$ cat src/rtl/reg_file.sv
// Architectural register file with rename tags (busy bit + RoB producer tag per register).
// Latency: operand reads are combinational (zero cycles); issue/commit/clear take effect at the next edge.
// Backpressure: none internal; rdy low freezes all state while reads keep reflecting the held state.
module reg_file #(
  parameter int ROB_SIZE_WIDTH = 4
) (
  input  logic                      clk,
  input  logic                      rst_n,
  input  logic                      rdy,
  input  logic                      clear,
  input  logic [ROB_SIZE_WIDTH-1:0] issue_rob_id,
  input  logic [4:0]                issue_rd,
  input  logic [ROB_SIZE_WIDTH-1:0] commit_rob_id,
  input  logic [4:0]                commit_rd,
  input  logic [31:0]               commit_value,
  input  logic [4:0]                rs1,
  input  logic [4:0]                rs2,
  output logic [31:0]               val1,
  output logic [31:0]               val2,
  output logic                      has_dep1,
  output logic                      has_dep2,
  output logic [ROB_SIZE_WIDTH-1:0] dep1,
  output logic [ROB_SIZE_WIDTH-1:0] dep2,
  output logic [ROB_SIZE_WIDTH-1:0] get_rob_id1,
  output logic [ROB_SIZE_WIDTH-1:0] get_rob_id2,
  input  logic [31:0]               get_value1,
  input  logic [31:0]               get_value2,
  input  logic                      get_ready1,
  input  logic                      get_ready2
);

  localparam int TW = ROB_SIZE_WIDTH;

  logic [31:0]   regs [32];
  logic [31:0]   busy;
  logic [TW-1:0] tags [32];

  // Architectural values: a commit writes on any enabled edge, flush or not; x0 is never written.
  always_ff @(posedge clk or negedge rst_n) begin
    if (!rst_n) begin
      for (int i = 0; i < 32; i++) regs[i] <= '0;
    end else if (rdy && commit_rd != 5'd0) begin
      regs[commit_rd] <= commit_value;
    end
  end

  // Rename state: flush wipes everything; otherwise a matching commit retires, and a
  // same-register issue is evaluated last so the newer producer wins.
  always_ff @(posedge clk or negedge rst_n) begin
    if (!rst_n) begin
      busy <= '0;
      for (int i = 0; i < 32; i++) tags[i] <= '0;
    end else if (rdy) begin
      if (clear) begin
        busy <= '0;
        for (int i = 0; i < 32; i++) tags[i] <= '0;
      end else begin
        if (commit_rd != 5'd0 && tags[commit_rd] == commit_rob_id) begin
          busy[commit_rd] <= 1'b0;
        end
        if (issue_rd != 5'd0) begin
          busy[issue_rd] <= 1'b1;
          tags[issue_rd] <= issue_rob_id;
        end
      end
    end
  end

  logic [4:0]  rs_a [2];
  logic [31:0] gv_a [2];
  logic        gr_a [2];

  assign rs_a[0] = rs1;
  assign rs_a[1] = rs2;
  assign gv_a[0] = get_value1;
  assign gv_a[1] = get_value2;
  assign gr_a[0] = get_ready1;
  assign gr_a[1] = get_ready2;

  for (genvar p = 0; p < 2; p++) begin : g_rd
    logic [TW-1:0] tag_q;
    logic          busy_q;
    logic          commit_hit;
    logic [31:0]   val;
    logic          has_dep;
    logic [TW-1:0] dep;

    assign tag_q      = tags[rs_a[p]];
    assign busy_q     = busy[rs_a[p]];
    assign commit_hit = rdy && (commit_rd == rs_a[p]) && (commit_rob_id == tag_q);

    // Operand select: x0, then in-flight commit bypass, then RoB lookup, then pending, then file.
    always_comb begin
      val     = '0;
      has_dep = 1'b0;
      dep     = '0;
      if (rs_a[p] == 5'd0) begin
        val = '0;
      end else if (busy_q && commit_hit) begin
        val = commit_value;
      end else if (busy_q && gr_a[p]) begin
        val = gv_a[p];
      end else if (busy_q) begin
        has_dep = 1'b1;
        dep     = tag_q;
      end else begin
        val = regs[rs_a[p]];
      end
    end
  end

  assign val1        = g_rd[0].val;
  assign has_dep1    = g_rd[0].has_dep;
  assign dep1        = g_rd[0].dep;
  assign get_rob_id1 = g_rd[0].tag_q;
  assign val2        = g_rd[1].val;
  assign has_dep2    = g_rd[1].has_dep;
  assign dep2        = g_rd[1].dep;
  assign get_rob_id2 = g_rd[1].tag_q;

endmodule

$ cat config.mk
export PLATFORM = sky130hd
export DESIGN_NAME = reg_file
export DESIGN_NICKNAME = d
export VERILOG_FILES = /design/src/rtl/reg_file.sv
export SDC_FILE = /design/constraint.sdc
export NUM_CORES = 2
export LEC_CHECK = 0
export BUFFER_PORTS_ARGS = -buffer_cell sky130_fd_sc_hd__buf_2
export CAP_MARGIN = 20
export CORE_UTILIZATION = 50
export CTS_CLUSTER_DIAMETER = 200
export DETAILED_ROUTE_END_ITERATION = 10
export PLACE_DENSITY = 0.66
export SETUP_SLACK_MARGIN = 0.2
export SLEW_MARGIN = 20
export SYNTH_ARGS = -nofsm -noshare
export SYNTH_HDL_FRONTEND = slang
export SYNTH_SLANG_ARGS = --single-unit
$ cat constraint.sdc
create_clock -name clk -period 6.95 [get_ports clk]
set_input_delay 0.3475 -clock clk [delete_from_list [all_inputs] [get_ports clk]]
set_output_delay 0.3475 -clock clk [all_outputs]
set_load 0.01 [all_outputs]
==> results.md <==
* Area growth from synthesis to layout at 10.52%
* Total number of yosys warnings at 0
* Type of the worst setup path: flip-flop to output pin
* Critical path required time at 6.60 ns
* Period utilisation layout at 0.7627
* Fraction of post-synthesis cell area in the top cell type by area at 0.4463
* Overall die width at 366.4 µm
* Placed wire-length estimate at 124.3 mm
* Routed Antenna Nets at 0
* Worst-Margin Slew at 1.207 ns
* CP Max Fanout at 17
* Max transition margin at 0.1951
* Clk sinks at 1184
* Fin crit period at 5.301 ns
* Synth cell count leaders: dfrtp_1, mux2_2, mux4_2, clkbuf_1, nand2_1
* Final WL at 213.8 mm
* Distinct cell type count of the synthesized netlist at 61
* Worst clock skew at 0.02601 ns
* CP Data Arrival Time at 4.95 ns
* Number of fillers in the final layout at 10570
* Wire length of the first global-routing pass at 317.5 mm
* Clock network fraction of design power at 0.366
* Pins Over Slew Limit at 0
* Type of the worst min-delay path: input port to flip-flop
* Post-synth net total at 4813
* Number of buffer cells added on primary ports at 211
* Number of synthesized flops with an enable pin at 0
* Area taken by flip-flops and latches at 29630 µm²
* Async SR Flop Fraction at 1.000
* Power per cell area at 281.0 nW/µm²
* Leakage power figure at 31.53 nW
* Max Cap Viol at 0
* Total vias in the final route at 44870
* Via density per instance at 6.937
* Sum Neg Setup Slack at 0 ns
* Count of state elements after synthesis at 1184
* Most instantiated flip-flop cell in the synthesis netlist: dfrtp_1
* Fin. Hold Viols at 0
* Sw power at 0.005618 W
* Synthesized area at 66380 µm²
* Remaining DRCs at 0
* Vias in the first global route at 45600
* Non-filler instance count after layout at 6468
* Mapped Avg Cell Area at 14.18 µm²
* Number of core rows at 133
* Run status: finished clean
* VDD IR-drop max at 322.8 µV
* Post-CTS Hold Fix Bufs at 3
* Setup repair after global routing missed its margin: false
* Leading post-synthesis cells by cell area: dfrtp_1, mux4_2, mux2_2
* Detailed-route wire length per cell at 33.06 µm
* First-pass DRT Iterations at 5
* DRC marker count from the first detailed-route iteration at 4653
* Combinational power share at 0.203
* Number of antenna violations at the first check in global routing at 4
* Core box area at 131600 µm²
* CTS clk-pin slew, worst paths at 0.07 ns
* Area of the die at 134200 µm²
* Total setup buffers inserted after CTS at 0
* Final setup fails at 0
* Register area share after synthesis at 0.4463
* Final Net Count at 4734
* Initial core utilization at 0.5043
* Clock tree from TritonCTS: yes
* Insertion delay to the later sink of the worst-skew pair at 0.78 ns
* Vertical die dimension at 366.4 µm
* Crit path largest cell delay at 0.69 ns
* Sw Ratio at 0.2725
* CP Launch Type: flip-flop
* Maximum clock frequency at 188.6 MHz
* Buffer levels on the longest clock path at 3
* Clock root buffer master: clkbuf_16
* Cells after DPL at 6220
* Number of resized instances in the post-cts repair step at 0
* Worst-path cell chain: mux4_2 -> nor2b_1 -> a2111oi_0 -> or3_1 -> xor2_1 -> o2111a_2 -> buf_4 -> a221oi_1 -> nor3_1 -> buf_2
* Final Wtd Congestion at 0.9696
* Sequential share of power at 0.431
* Cell with the largest stage delay on the worst path: o2111a_2
* Total grt overflow at 0
* Pin count of the biggest net entering global routing at 160
* P_int at 0.01500 W
* Synthesized netlist cell count at 4683
* Cell type contributing the most total cell area after synthesis: dfrtp_1
* Level count of the clock H-tree at 4
* Share of cells above drive strength 1 at 0.4874
* Total track usage at 0.3218
* Element type at the critical path end: output pin
* Most used standard cell by instance count after synthesis: dfrtp_1
* Top-level I/O count at 212
* Multi-input combinational cell area at 34790 µm²
* Cts bufs inserted at 133
## registers in the layout, summed over array words and instances, names as in the netlist
signal,flops
busy,32
regs,1024
tags,128
## metal layers
layer	global-route usage	routed length, µm
met1	0.4444	86170
met2	0.4973	100400
met3	0.07577	19170
met4	0.1205	8054
met5	0	20
## worst max-delay path, delay by kind of cell, from the launching register on
kind | cells | cell delay, ns
multiplexers | 1 | 0.48
AO/OA/AOI/OAI | 3 | 1.54
AND/OR/NAND/NOR | 3 | 0.73
XOR/XNOR | 1 | 0.31
buffers and inverters | 2 | 0.65
flip-flops | 1 | 0.44
## power by group through the flow
| stage | registers, W | clock network, W | logic [W] |
|---|---|---|---|
| 2_1_floorplan | 0.00870 | 0 | 0.00314 |
| 3_3_place_gp | 0.00890 | 0 | 0.00409 |
| 3_5_place_dp | 0.00898 | 0 | 0.00417 |
| 4_1_cts | 0.00886 | 0.00762 | 0.00418 |
| 5_1_grt | 0.00905 | 0.00789 | 0.00445 |
| 6_report | 0.00890 | 0.00754 | 0.00418 |
## cell families (layout without fill, tap and decap cells)
logic type      Yosys count  in the layout  synth area share
xor+xnor                 22             22          0.002903
other cells               0              2                 0
compound gates          456            456           0.05000
buf+inv                 535            563           0.03502
flops                  1184           1184            0.4463
mux                    1870           1870            0.4245
simple gates            616            616           0.04122
## worst paths after layout
kind / from / slack, ns / cells after the start / end
max in group asynchronous: rst_n / 5.09 / 4 / regs[942]$_DFFE_PN0P_
setup / recovery: tags[103]$_DFFE_PN0P_ / 1.65 / 10 / val2[0]
hold / removal: issue_rob_id[3] / 0.10 / 3 / tags[111]$_DFFE_PN0P_
hold reg to reg: regs[1001]$_DFFE_PN0P_ / 0.39 / 0 / regs[1001]$_DFFE_PN0P_
min in group asynchronous: rst_n / 0.20 / 2 / tags[75]$_DFFE_PN0P_
setup reg to reg: tags[84]$_DFFE_PN0P_ / 3.35 / 8 / busy[7]$_DFFE_PN0P_
## per-stage QoR
step           area, µm²  worst slack (ns)  hold WS, ns  total power [W]    util
2_1_floorplan      66380             3.700      0.05191          0.01184       -
3_3_place_gp       68600             1.887       0.3782          0.01300  0.5212
3_5_place_dp       68640             1.793       0.3860          0.01315  0.5214
4_1_cts            73330             1.637      0.02332          0.02066  0.5571
5_1_grt            73360             1.530      0.09281          0.02139  0.5574
6_report           73370             1.649       0.1008          0.02062  0.5574
## placed cells by master (no fill, tap or decap), drive strengths merged, types with 76 or more instances in the layout
| cell | netlist | routed |
|---|---|---|
| buf | 182 | 306 |
| clkbuf | 341 | 190 |
| dfrtp | 1184 | 1184 |
| mux2 | 1045 | 1045 |
| mux2i | 174 | 174 |
| mux4 | 651 | 651 |
| nand2 | 227 | 227 |
| nor2 | 193 | 193 |
| nor3 | 76 | 76 |
| o21ai | 105 | 105 |
## area by class of cell
| cell class | instances | area share |
|---|---|---|
| Multi-Input combinational cell | 2964 | 0.4742 |
| Sequential cell | 1184 | 0.4038 |
| Clock buffer | 190 | 0.05396 |
| Tap cell | 1755 | 0.02993 |
| Timing Repair Buffer | 309 | 0.02773 |
| Clock inverter | 52 | 0.009635 |
| Inverter | 12 | 0.0006480 |
| Antenna cell | 2 | 0.00006821 |
(Power assumes the default switching activity.)
